File: config.mk
export PLATFORM = sky130hd
export DESIGN_NAME = axi_lite_req_arbiter
export DESIGN_NICKNAME = d
export VERILOG_FILES = /design/src/rtl/axi_lite_pkg.sv /design/src/rtl/rr_arbiter.sv /design/src/rtl/axi_lite_req_arbiter.sv
export SDC_FILE = /design/constraint.sdc
export NUM_CORES = 1
export LEC_CHECK = 0
export CORE_AREA = 5 5 126 128
export CTS_CLUSTER_DIAMETER = 100
export CTS_CLUSTER_SIZE = 8
export DETAILED_ROUTE_END_ITERATION = 8
export DIE_AREA = 0 0 131 133
export PLACE_DENSITY = 0.77
export REMOVE_ABC_BUFFERS = 1
export SLEW_MARGIN = 0
export SYNTH_ARGS = -nofsm -noshare
export SYNTH_HDL_FRONTEND = slang
export SYNTH_SLANG_ARGS = --single-unit
File: constraint.sdc
create_clock -name clk -period 6.2 [get_ports clk]
set_input_delay 0.62 -clock clk [delete_from_list [all_inputs] [get_ports clk]]
set_output_delay 0.62 -clock clk [all_outputs]
set_load 0.05 [all_outputs]
File: src/rtl/axi_lite_pkg.sv
// Shared definitions for the AXI-Lite request arbiter: response codes, FSM states, default widths.
package axi_lite_pkg;

   localparam int unsigned DEF_N_REQ  = 2;
   localparam int unsigned DEF_ADDR_W = 32;
   localparam int unsigned DEF_DATA_W = 32;
   localparam int unsigned RESP_W     = 2;
   localparam int unsigned PROT_W     = 3;

   localparam logic [RESP_W-1:0] RESP_OKAY   = 2'b00;
   localparam logic [RESP_W-1:0] RESP_SLVERR = 2'b10;
   localparam logic [PROT_W-1:0] PROT_NONE   = 3'b000;

   typedef enum logic [2:0] {
      ST_IDLE,
      ST_WR_ADDR,
      ST_WR_RESP,
      ST_RD_ADDR,
      ST_RD_DATA,
      ST_ACK
   } state_e;

   // Index width for an n-way selector; never narrower than one bit.
   function automatic int unsigned idx_width(input int unsigned n);
      return (n > 1) ? $clog2(n) : 1;
   endfunction

endpackage

File: src/rtl/rr_arbiter.sv
// N-way round-robin picker: combinational choice starting at a registered pointer.
module rr_arbiter
   import axi_lite_pkg::*;
#(
   parameter int unsigned N = DEF_N_REQ,
   localparam int unsigned IDX_W = idx_width(N)
) (
   input  logic             clk,
   input  logic             rst,
   input  logic [N-1:0]     req,
   input  logic             advance,
   output logic             gnt_valid_c,
   output logic [IDX_W-1:0] gnt_idx_c
);

   logic [IDX_W-1:0] ptr_q;
   logic [IDX_W-1:0] ptr_d;
   logic [IDX_W-1:0] cand;

   // First set request at or after the pointer wins; pointer moves past the winner on advance.
   always_comb begin
      gnt_valid_c = 1'b0;
      gnt_idx_c   = '0;
      cand        = '0;
      ptr_d       = ptr_q;
      for (int unsigned i = 0; i < N; i++) begin
         cand = IDX_W'((32'(ptr_q) + i) % N);
         if (!gnt_valid_c && req[cand]) begin
            gnt_valid_c = 1'b1;
            gnt_idx_c   = cand;
         end
      end
      if (advance && gnt_valid_c) begin
         ptr_d = IDX_W'((32'(gnt_idx_c) + 32'd1) % N);
      end
   end

   // Pointer register.
   always_ff @(posedge clk or posedge rst) begin
      if (rst) begin
         ptr_q <= '0;
      end else begin
         ptr_q <= ptr_d;
      end
   end

endmodule

File: src/rtl/axi_lite_req_arbiter.sv
// Arbitrates N simple request ports onto one AXI-Lite master, one transaction at a time.
module axi_lite_req_arbiter
   import axi_lite_pkg::*;
#(
   parameter int unsigned N_REQ  = DEF_N_REQ,
   parameter int unsigned ADDR_W = DEF_ADDR_W,
   parameter int unsigned DATA_W = DEF_DATA_W,
   localparam int unsigned STRB_W = DATA_W / 8,
   localparam int unsigned IDX_W  = idx_width(N_REQ)
) (
   input  logic                      clk,
   input  logic                      rst,
   input  logic [N_REQ-1:0]          req,
   input  logic [N_REQ-1:0]          req_we,
   input  logic [N_REQ*ADDR_W-1:0]   req_addr,
   input  logic [N_REQ*DATA_W-1:0]   req_wdata,
   input  logic [N_REQ*STRB_W-1:0]   req_wstrb,
   output logic [N_REQ-1:0]          ack,
   output logic [DATA_W-1:0]         ack_rdata,
   output logic [RESP_W-1:0]         ack_resp,
   output logic [ADDR_W-1:0]         m_AWADDR,
   output logic [PROT_W-1:0]         m_AWPROT,
   output logic                      m_AWVALID,
   input  logic                      m_AWREADY,
   output logic [DATA_W-1:0]         m_WDATA,
   output logic [STRB_W-1:0]         m_WSTRB,
   output logic                      m_WVALID,
   input  logic                      m_WREADY,
   output logic                      m_BREADY,
   input  logic                      m_BVALID,
   input  logic [RESP_W-1:0]         m_BRESP,
   output logic [ADDR_W-1:0]         m_ARADDR,
   output logic [PROT_W-1:0]         m_ARPROT,
   output logic                      m_ARVALID,
   input  logic                      m_ARREADY,
   output logic                      m_RREADY,
   input  logic                      m_RVALID,
   input  logic [DATA_W-1:0]         m_RDATA,
   input  logic [RESP_W-1:0]         m_RRESP,
   output logic                      busy,
   output logic [IDX_W-1:0]          grant_idx
);

   state_e              state_q,     state_d;
   logic [IDX_W-1:0]    grant_idx_q, grant_idx_d;
   logic [ADDR_W-1:0]   addr_q,      addr_d;
   logic [DATA_W-1:0]   wdata_q,     wdata_d;
   logic [STRB_W-1:0]   wstrb_q,     wstrb_d;
   logic                awvalid_q,   awvalid_d;
   logic                wvalid_q,    wvalid_d;
   logic                bready_q,    bready_d;
   logic                arvalid_q,   arvalid_d;
   logic                rready_q,    rready_d;
   logic [N_REQ-1:0]    ack_q,       ack_d;
   logic [DATA_W-1:0]   ack_rdata_q, ack_rdata_d;
   logic [RESP_W-1:0]   ack_resp_q,  ack_resp_d;
   logic                busy_q,      busy_d;

   logic                gnt_valid_c;
   logic [IDX_W-1:0]    gnt_idx_c;
   logic                advance_c;

   logic [ADDR_W-1:0]   addr_arr  [N_REQ];
   logic [DATA_W-1:0]   wdata_arr [N_REQ];
   logic [STRB_W-1:0]   wstrb_arr [N_REQ];

   // Split the packed per-requester buses so the grantee can be selected by index.
   for (genvar g = 0; g < N_REQ; g++) begin : g_unpack
      assign addr_arr[g]  = req_addr[g*ADDR_W +: ADDR_W];
      assign wdata_arr[g] = req_wdata[g*DATA_W +: DATA_W];
      assign wstrb_arr[g] = req_wstrb[g*STRB_W +: STRB_W];
   end

   rr_arbiter #(
      .N (N_REQ)
   ) u_rr_arbiter (
      .clk         (clk),
      .rst         (rst),
      .req         (req),
      .advance     (advance_c),
      .gnt_valid_c (gnt_valid_c),
      .gnt_idx_c   (gnt_idx_c)
   );

   // Next-state and next-output logic; every output is computed one cycle ahead and registered.
   always_comb begin
      state_d     = state_q;
      grant_idx_d = grant_idx_q;
      addr_d      = addr_q;
      wdata_d     = wdata_q;
      wstrb_d     = wstrb_q;
      awvalid_d   = awvalid_q;
      wvalid_d    = wvalid_q;
      bready_d    = bready_q;
      arvalid_d   = arvalid_q;
      rready_d    = rready_q;
      ack_d       = '0;
      ack_rdata_d = '0;
      ack_resp_d  = RESP_OKAY;
      advance_c   = 1'b0;

      case (state_q)
         ST_IDLE: begin
            if (gnt_valid_c) begin
               advance_c   = 1'b1;
               grant_idx_d = gnt_idx_c;
               addr_d      = addr_arr[gnt_idx_c];
               wdata_d     = wdata_arr[gnt_idx_c];
               wstrb_d     = wstrb_arr[gnt_idx_c];
               if (req_we[gnt_idx_c]) begin
                  awvalid_d = 1'b1;
                  wvalid_d  = 1'b1;
                  state_d   = ST_WR_ADDR;
               end else begin
                  arvalid_d = 1'b1;
                  state_d   = ST_RD_ADDR;
               end
            end
         end
         ST_WR_ADDR: begin
            // AW and W complete independently, in either order or together.
            awvalid_d = awvalid_q & ~m_AWREADY;
            wvalid_d  = wvalid_q & ~m_WREADY;
            if (!awvalid_d && !wvalid_d) begin
               bready_d = 1'b1;
               state_d  = ST_WR_RESP;
            end
         end
         ST_WR_RESP: begin
            if (m_BVALID) begin
               bready_d   = 1'b0;
               ack_d      = N_REQ'(1) << grant_idx_q;
               ack_resp_d = m_BRESP;
               state_d    = ST_ACK;
            end
         end
         ST_RD_ADDR: begin
            if (m_ARREADY) begin
               arvalid_d = 1'b0;
               rready_d  = 1'b1;
               state_d   = ST_RD_DATA;
            end
         end
         ST_RD_DATA: begin
            if (m_RVALID) begin
               rready_d    = 1'b0;
               ack_d       = N_REQ'(1) << grant_idx_q;
               ack_rdata_d = m_RDATA;
               ack_resp_d  = m_RRESP;
               state_d     = ST_ACK;
            end
         end
         ST_ACK: begin
            state_d = ST_IDLE;
         end
         default: begin
            state_d   = ST_IDLE;
            awvalid_d = 1'b0;
            wvalid_d  = 1'b0;
            bready_d  = 1'b0;
            arvalid_d = 1'b0;
            rready_d  = 1'b0;
         end
      endcase

      busy_d = (state_d != ST_IDLE);
   end

   // State and output registers, cleared immediately by reset.
   always_ff @(posedge clk or posedge rst) begin
      if (rst) begin
         state_q     <= ST_IDLE;
         grant_idx_q <= '0;
         addr_q      <= '0;
         wdata_q     <= '0;
         wstrb_q     <= '0;
         awvalid_q   <= 1'b0;
         wvalid_q    <= 1'b0;
         bready_q    <= 1'b0;
         arvalid_q   <= 1'b0;
         rready_q    <= 1'b0;
         ack_q       <= '0;
         ack_rdata_q <= '0;
         ack_resp_q  <= RESP_OKAY;
         busy_q      <= 1'b0;
      end else begin
         state_q     <= state_d;
         grant_idx_q <= grant_idx_d;
         addr_q      <= addr_d;
         wdata_q     <= wdata_d;
         wstrb_q     <= wstrb_d;
         awvalid_q   <= awvalid_d;
         wvalid_q    <= wvalid_d;
         bready_q    <= bready_d;
         arvalid_q   <= arvalid_d;
         rready_q    <= rready_d;
         ack_q       <= ack_d;
         ack_rdata_q <= ack_rdata_d;
         ack_resp_q  <= ack_resp_d;
         busy_q      <= busy_d;
      end
   end

   assign ack       = ack_q;
   assign ack_rdata = ack_rdata_q;
   assign ack_resp  = ack_resp_q;
   assign m_AWADDR  = addr_q;
   assign m_AWPROT  = PROT_NONE;
   assign m_AWVALID = awvalid_q;
   assign m_WDATA   = wdata_q;
   assign m_WSTRB   = wstrb_q;
   assign m_WVALID  = wvalid_q;
   assign m_BREADY  = bready_q;
   assign m_ARADDR  = addr_q;
   assign m_ARPROT  = PROT_NONE;
   assign m_ARVALID = arvalid_q;
   assign m_RREADY  = rready_q;
   assign busy      = busy_q;
   assign grant_idx = grant_idx_q;

endmodule

### Word-level counts from Yosys, hierarchy flattened

Index checks and enable logic that the tools add are counted.

| cells by class | value |
|---|---|
| $add $sub $neg | 2 |
| multiply operators | 0 |
| divide/modulo/power cells | 0 |
| order comparisons | 4 |
| equal/unequal tests | 12 |
| shift-type cells | 1 |
| muxes and demuxes | 50 |
| bitwise operators | 9 |
| reductions and logical operators | 17 |

Operators with widths:

| cell | number |
|---|---|
| 32-bit two-way mux | 8 |
| 1-bit two-way mux | 21 |
| 4-bit OR reduction | 4 |
| 3-bit two-way mux | 5 |
| 1-bit one-hot mux with 3 select lines | 5 |
| 3-bit one-hot mux with 5 select lines | 1 |
| 2-bit != test (second input constant) | 7 |
| 4-bit two-way mux | 3 |
| 2-bit two-way mux | 5 |
| 3-bit AND reduction | 3 |
| 2-bit one-hot mux with 2 select lines | 2 |
| 3-bit by 2-bit == test with 1-bit output (second input constant) | 2 |
| 3-bit == test (second input constant) | 2 |
| 1-bit by 2-bit less-than comparator with 1-bit output (second input constant) | 3 |
| 1-bit inverter | 6 |
| 4-bit AND reduction | 1 |
| 3-bit by 1-bit == test with 1-bit output (second input constant) | 1 |
| 1-bit logical AND | 3 |
| 1-bit zero test | 3 |
| 3-bit zero test | 1 |
| 3-bit nonzero test | 1 |
| 1-bit adder (second input constant) | 2 |
| 1-bit bitwise AND | 2 |
| 2-bit greater-or-equal comparator (second input constant) | 1 |
| 3 further kinds | 3 |

| storage, ports and cells | value |
|---|---|
| register bits | 115 |
| latch bits | 0 |
| RAM bits | 0 |
| bits in read-only memories | 0 |
| input port bits | 183 |
| memories kept | 0 |

### Depth between registers and ports, before layout

Gate-level depths: netlist (run 1).

| depth | value |
|---|---|
| depth after elaboration | 12 |
| depth in mapped cells | 7 |

### By module

From an unflattened synthesis (run 1), not the netlist that was laid out.

| second synthesis, totals | value |
|---|---|
| cells, all modules | 475 |
| area, all modules | 5138.7 um^2 |

Modules (own cells, without submodules):

| module | times used | cells an instance | area each (um^2) |
|---|---|---|---|
| axi_lite_req_arbiter | 1 | 468 | 5081.1 |
| rr_arbiter | 1 | 7 | 57.6 |

### Worst setup path after synthesis (run 1)

OpenSTA, ideal clock, no wires.

| path | value |
|---|---|
| path type | input -> register |
| start point | input req[0] |
| end point | register addr_q[21], in the netlist m_ARADDR[21] |
| setup time | 0.127 ns |
| arrival | 1.571 ns |
| data required time | 6.073 ns |
| slack | 4.502 ns |
| stages on the path | 7 |
| buffers on the path | 3 |
| cell sequence | a21boi_2 and2_4 buf_6 buf_6 buf_6 a222oi_1 inv_1 |

| between the ends | value |
|---|---|
| longest elaborated chain between the ends | 10 |
| elaborated cells on any way between the ends | 15 |

Ends and longest elaborated chain:

| what | RTL line | RTL |
|---|---|---|
| start: declaration | axi_lite_req_arbiter.sv:13 | `input logic [N_REQ-1:0] req,` |
| 1-bit two-way mux (implied by the code) (2 in a row) | rr_arbiter.sv:28 | `if (!gnt_valid_c && req[cand]) begin` |
| 1-bit two-way mux | rr_arbiter.sv:28 |  |
| 1-bit zero test | rr_arbiter.sv:28 |  |
| 1-bit logical AND | rr_arbiter.sv:28 |  |
| 1-bit two-way mux | rr_arbiter.sv:28 |  |
| 1-bit inverter with 2-bit output (implied by the code) | axi_lite_req_arbiter.sv:107 | `addr_d = addr_arr[gnt_idx_c];` |
| 32-bit two-way mux (implied by the code) (3 in a row) | axi_lite_req_arbiter.sv:107 |  |
| end signal: assignment | axi_lite_req_arbiter.sv:189 | `addr_q <= addr_d;` |
| end: declaration | axi_lite_req_arbiter.sv:46 | `logic [ADDR_W-1:0] addr_q, addr_d;` |

Several ways; a longest one is shown, not always the timed one. The select of a mux whose other input is x is not followed.
A chain may end at the register's enable or synchronous reset.

### Final worst setup path (run 1)

| path | value |
|---|---|
| start point | register state_q[0] |
| end point | register wdata_q[13], in the netlist m_WDATA[13] |

| between the ends | value |
|---|---|
| longest elaborated chain between the ends | 2 |

Ends and longest elaborated chain:

| what | RTL line | RTL |
|---|---|---|
| start: declaration | axi_lite_req_arbiter.sv:44 | `state_e state_q, state_d;` |
| start signal: assignment | axi_lite_req_arbiter.sv:187 | `state_q <= state_d;` |
| 3-bit zero test | axi_lite_req_arbiter.sv:102 | `case (state_q)` |
| 2-bit AND reduction (no line) | - |  |
| end signal: assignment | axi_lite_req_arbiter.sv:190 | `wdata_q <= wdata_d;` |
| end: declaration | axi_lite_req_arbiter.sv:47 | `logic [DATA_W-1:0] wdata_q, wdata_d;` |

No other way between the ends.

==> results of run 1 <==
==> flip-flops by register name (all words and copies together), names as in the netlist, 2 cells and up <==
name,count
ack,2
m_WSTRB,4
ack_resp,2
m_WDATA,32
state_q,3
ack_rdata,32
m_ARADDR,32
==> worst min-delay path, stage by stage (launching register included) <==
cell and delay (ns):
dfrtp_1 0.34, a222oi_1 0.08, inv_1 0.05
==> worst max-delay path by stage <==
stage | start | endpoint | slack [ns] | cells past startpoint
2_1_floorplan | rst | ack[0] | 2.54 | 1
3_3_place_gp | req[1] | m_ARADDR[25] | 3.59 | 5
3_5_place_dp | req[1] | m_WDATA[13] | 3.51 | 5
4_1_cts | state_q[0] | m_WDATA[13] | 3.81 | 5
5_1_grt | state_q[0] | m_WDATA[13] | 3.64 | 5
6_report | state_q[0] | m_WDATA[13] | 3.84 | 5
==> Yosys cell counts <==
master	number	area share, %
dfrtp_1	115	58
inv_1	74	5.6
a222oi_1	68	14
buf_4	40	6.1
and2_1	32	4.1
buf_6	10	2.3
buf_2	9	0.91
clkbuf_1	8	0.61
a21oi_1	6	0.61
o21ai_0	6	0.61
a22o_1	4	0.71
nand2b_1	4	0.51
nand2_1	3	0.23
nor2_1	3	0.23
nor3_1	3	0.30
a21o_1	2	0.30
a31oi_1	2	0.25
and3_1	2	0.25
ha_1	2	0.51
nand3_1	2	0.20
nor2b_1	2	0.25
nor3_4	2	0.66
or3_1	2	0.25
a211oi_1	1	0.15
a21bo_1	1	0.20
a21bo_2	1	0.20
a21boi_2	1	0.23
a22oi_1	1	0.15
a32oi_1	1	0.18
and2_4	1	0.18
clkinv_1	1	0.076
conb_1	1	0.076
nand4_1	1	0.13
nor3b_1	1	0.15
o211a_1	1	0.20
o21a_1	1	0.15
o21ai_2	1	0.18
o22ai_1	1	0.13
o31ai_1	1	0.15
==> layout make-up <==
cell class / count / area [um2] / area share, %
Clock buffer: 18 / 439.2 / 5.100
Timing Repair Buffer: 328 / 3276 / 38.04
Clock inverter: 14 / 178.9 / 2.078
Multi-Input combinational cell: 165 / 1320 / 15.33
Tap cell: 188 / 235.2 / 2.732
Inverter: 75 / 284.0 / 3.298
Sequential cell: 115 / 2878 / 33.42
==> kinds of logic (layout without fill, tap and decap cells) <==
group / after synthesis / after routing
other cells: 1 / 6
buf+inv: 142 / 435
compound gates: 99 / 99
flops: 115 / 115
fa+ha+maj: 2 / 2
simple gates: 58 / 58
==> power by group through the flow <==
stage | clock [mW] | combinational (mW) | sequential [mW]
final | 1.01 | 2.78 | 1.23
after floorplan | 0 | 0.581 | 2.41
after global routing | 1.07 | 2.93 | 1.26
after global placement | 0 | 2.75 | 1.22
after detailed placement | 0 | 2.80 | 1.24
after CTS | 1.03 | 2.81 | 1.23
==> routing by layer <==
layer,global-route usage (%),up-vias,part of all wire [%]
li1,-,2029,-
met1,19.97,2185,34
met2,33.18,265,52
met3,8.761,13,13
met4,5.429,0,1.1
met5,0,-,0
==> stage by stage <==
stage,instance area [um2],utilization (%)
after detailed placement,7993,54.18
after global placement,7993,54.18
after CTS,8611,58.37
after floorplan,4471,-
final,8611,58.37
after global routing,8611,58.37
==> impl_metrics.tcl, run 1 <==
set metrics [dict create \
    vias 4492 \
    arrival_ns 2.71 \
    rows 45 \
    layout_min_cycle_time_ns 2.364 \
    power_leakage_nw 3.928 \
    antenna_found_initial 0 \
    yosysWarningCount 0 \
    rr_endpoint "m_WDATA[13]" \
    intPower_mw 2.634 \
    synth_area_um2 4940 \
    rsz0062_at_grt "no" \
    cp-end-kind "flop" \
    core_um2 14750 \
    report.final.slew_viol_count 0 \
    io_pins 332 \
    postRouteAntennaNets 0 \
    hold_class "flop to flop" \
    slowest_stage "dfrtp_1" \
    clk_path_buf_depth 2 \
    drt_iter0_markers 531 \
    startpoint_type "flop" \
    pwr-share-seq_pct 24.5 \
    die_x_um 131 \
    drc 0 \
    synthSimpleGateAreaFrac_pct 7.396 \
    fmax_mhz 423.0 \
    reg2reg_from "state_q[0]" \
    swShare_pct 47.53 \
    final_hold_viol_count 0 \
    ir_drop_uv 280.3 \
    p_comb_share_pct 55.4 \
    critPathKind "flop to flop" \
    ys_types 39 \
    syn_area_per_cell_um2 11.85 \
    initial_core_util_pct 33.49 \
    synth_seq_cells 115 \
    cts_root_buf "clkbuf_16" \
    grt.overflow.total 0 \
    die_y_um 133 \
    mostFrequentLayoutCells "325 x clkdlybuf4s50_1, 115 x dfrtp_1, 73 x inv_1" \
    switchingPower_mw 2.386 \
    worst_pin_slew_ns 0.9751 \
    cts_hold_buffers 0 \
    cp_cell_sequence "nor3_4 -> and3_2 -> buf_4 -> a222oi_1 -> inv_1" \
    clkSinkCount 115 \
    final_layout_size_suffix_gt1_share_pct 6.014 \
    insertion_delay_ns 0.41 \
    dp_worst_setup_slack_ns 3.508 \
    final.setup.worst_slack_ns 3.836 \
    syn_inst 417 \
    crit_fanout 54 \
    pwr-share-clk_pct 20.1 \
    grtUsageTotal_pct 18.87 \
    path_clk_slew_ns 0.06 \
    placed_cells 871 \
    diodes 0 \
    first_global_vias 4752 \
    cts-buffers-inserted 17 \
    layout_commonest_cell "clkdlybuf4s50_1" \
    htree_levels 4 \
    path_buf_inv 2 \
    grt_start_max_net_pins 70 \
    status "complete, no violations" \
    period_share_pct 38.13 \
    hp-start "m_WDATA[11]" \
    hold_end "m_WDATA[11]" \
    grt_pass1_wl_um 25180 \
    finalSetupViolCount 0 \
    regToRegSetupSlack_ns 3.84 \
    maxSlewHeadroom_pct 34.78 \
    hold_path_depth 2 \
    drt_pass1_iterations 9 \
    r2r_cells 5 \
    p_per_area_nw_per_um2 583.0 \
    fin_skew_ns 0.01170 \
    maxCapViolations 0 \
    fin_hold_ws_ns 0.5058 \
    gp_congestion 0.8096 \
    synth_adder_area_share_pct 0.5066 \
    power_mw 5.020 \
    numPortBuffers 325 \
    synth_top_family_by_area "compound AO/OA/AOI/OAI gates" \
    cts_resized 0 \
    vias_per_cell 4.975 \
    yosysSeqAreaShare_pct 58.26 \
    finalSetupTns_ns 0 \
    hpwl_um 12360 \
    worstPathRequired_ns 6.54 \
    layoutNonFillerInstCount 903 \
    fill_cells 1176 \
    postCtsSetupBuffers 0 \
    routedWlPerCell_um 18.79 \
    finalWirelength_um 16970 \
    crit_family "simple AND/OR/NAND/NOR gates" \
    synth-xor-area-share_pct 0 \
    muxShareOfSynthArea_pct 0 \
    die-area_um2 17420 \
    final_nets 887 \
    syn_to_final_growth_pct 74.32 \
    cts_tree "yes" \
    synth_compound_area_share_pct 18.19 \
    slowest_delay_ns 0.58 \
]
(Power assumes the default switching activity.)
==> run 2, diff against run 1 <==
--- a/config.mk
+++ b/config.mk
@@ -5,12 +5,12 @@
 export SDC_FILE = /design/constraint.sdc
 export NUM_CORES = 1
 export LEC_CHECK = 0
-export CORE_AREA = 5 5 126 128
+export CORE_AREA = 5 5 127 129
 export CTS_CLUSTER_DIAMETER = 100
 export CTS_CLUSTER_SIZE = 8
 export DETAILED_ROUTE_END_ITERATION = 8
-export DIE_AREA = 0 0 131 133
-export PLACE_DENSITY = 0.77
+export DIE_AREA = 0 0 132 134
+export PLACE_DENSITY = 0.76
 export REMOVE_ABC_BUFFERS = 1
 export SLEW_MARGIN = 0
 export SYNTH_ARGS = -nofsm -noshare
==> constraint.sdc (replaced) <==
create_clock -name clk -period 2.3 [get_ports clk]
set_input_delay 0.23 -clock clk [delete_from_list [all_inputs] [get_ports clk]]
set_output_delay 0.23 -clock clk [all_outputs]
set_load 0.05 [all_outputs]
==> impl_metrics.tcl, run 2 (synthesis results as in run 1) <==
set metrics [dict create \
    r2r_cells 6 \
    maxSlewHeadroom_pct 61.46 \
    initial_core_util_pct 33.11 \
    grt.overflow.total 0 \
    fill_cells 1176 \
    drt_iter0_markers 472 \
    final_nets 891 \
    rows 45 \
    postCtsSetupBuffers 0 \
    arrival_ns 2.30 \
    postRouteAntennaNets 0 \
    finalSetupViolCount 0 \
    clk_path_buf_depth 2 \
    rsz0062_at_grt "no" \
    rr_endpoint "m_WVALID" \
    gp_congestion 0.7969 \
    antenna_found_initial 1 \
    drt_pass1_iterations 7 \
    final.setup.worst_slack_ns 0.3037 \
    intPower_mw 7.411 \
    vias 4525 \
    reg2reg_from "state_q[1]" \
    p_comb_share_pct 55.3 \
    pwr-share-clk_pct 20.8 \
    crit_fanout 13 \
    fin_skew_ns 0.01076 \
    hpwl_um 12590 \
    syn_to_final_growth_pct 76.47 \
    postLayoutCoreUtil_pct 58.42 \
    vias_per_cell 4.989 \
    fmax_mhz 500.9 \
    die_y_um 134 \
    worstPathRequired_ns 2.60 \
    power_leakage_nw 3.986 \
    layout_min_cycle_time_ns 1.996 \
    insertion_delay_ns 0.41 \
    final_layout_size_suffix_gt1_share_pct 5.989 \
    grtUsageTotal_pct 18.49 \
    period_share_pct 86.80 \
    power_mw 13.78 \
    cts_hold_buffers 0 \
    grt_pass1_wl_um 25760 \
    numPortBuffers 325 \
    cts_tree "yes" \
    swShare_pct 46.23 \
    finalWirelength_um 16920 \
    die-area_um2 17690 \
    maxCapViolations 0 \
    status "complete, no violations" \
    p_per_area_nw_per_um2 1581 \
    cts_root_buf "clkbuf_16" \
    hold_class "primary input to asynchronous set/reset pin" \
    pwr-share-seq_pct 23.9 \
    ir_drop_uv 675.0 \
    clkSinkCount 115 \
    core_um2 14920 \
    mostFrequentLayoutCells "325 x clkdlybuf4s50_1, 115 x dfrtp_1, 73 x inv_1" \
    grt_start_max_net_pins 113 \
    switchingPower_mw 6.372 \
    first_global_vias 4726 \
    report.final.slew_viol_count 0 \
    layout_commonest_cell "clkdlybuf4s50_1" \
    startpoint_type "flop" \
    fin_hold_ws_ns 0.03953 \
    io_pins 332 \
    cp-end-kind "flop" \
    final_hold_viol_count 0 \
    critPathKind "flop to flop" \
    dp_worst_setup_slack_ns 0.2684 \
    cts_resized 0 \
    path_clk_slew_ns 0.05 \
    cts-buffers-inserted 17 \
    die_x_um 132 \
    drc 0 \
    worst_pin_slew_ns 0.5781 \
    startpoint "state_q[1]" \
    routedWlPerCell_um 18.66 \
    regToRegSetupSlack_ns 0.30 \
    htree_levels 4 \
]
[run 2: cell types whose count changed in the layout (fill, tap and decap cells not counted)]
cell / previous run / this run
clkbuf_8: 1 / 2
clkinv_2: 0 / 1
inv_6: 2 / 0
clkbuf_1: 0 / 3
bufinv_16: 3 / 5
clkinvlp_4: 6 / 3
clkinv_4: 3 / 0
diode_2: 0 / 1
buf_12: 0 / 4
[run 2: power groups by stage]
stage	Sequential [mW]	Clock, mW	Combinational [mW]
2_1_floorplan	6.48	0	1.56
3_3_place_gp	3.26	0	7.57
3_5_place_dp	3.32	0	7.68
4_1_cts	3.29	2.93	7.70
5_1_grt	3.37	3.03	8.00
6_report	3.29	2.87	7.62
[run 2: cell type report]
type,count,area [um2],share of cell area (%)
antenna,1,2.502,0.02871
clock buffer,22,464.2,5.325
clock inverter,9,177.7,2.038
inverter,75,284.0,3.258
multi-input combinational,165,1320,15.14
sequential,115,2878,33.01
tap,188,235.2,2.698
timing repair buffer,332,3356,38.50
[run 2: worst max-delay path by stage]
stage,to,slack [ns],depth (start not counted)
final,m_WVALID,0.30,6
after global routing,m_WVALID,0.16,6
after CTS,m_WVALID,0.32,6
after detailed placement,m_WDATA[12],0.27,6
after global placement,m_WSTRB[2],0.34,6
after floorplan,ack[0],-0.97,1
[run 2: worst max-delay path, stage by stage, from the launching register on]
cell and delay, ns:
dfrtp_1 0.67, clkinv_1 0.31, ha_1 0.28, nor3b_1 0.17, a21oi_1 0.18, o21ai_0 0.09, a21o_1 0.19
[run 2: per-layer routing]
layer  up-vias  part of all wire, %  GRT usage, %  routed length (um)
li1       2047                    -             -                   -
met1      2185                   35         19.60                5967
met2       269                   52         32.06                8732
met3        24                   11         8.102                1810
met4         0                  2.4         7.886                 414
met5         -                    0             0                   0
[run 2: per-stage QoR]
stage,area (um2),TNS [ns],cells
2_1_floorplan,4471,-117.69,355
3_3_place_gp,8073,0,875
3_5_place_dp,8073,0,875
4_1_cts,8715,0,906
5_1_grt,8717,0,907
6_report,8717,0,907
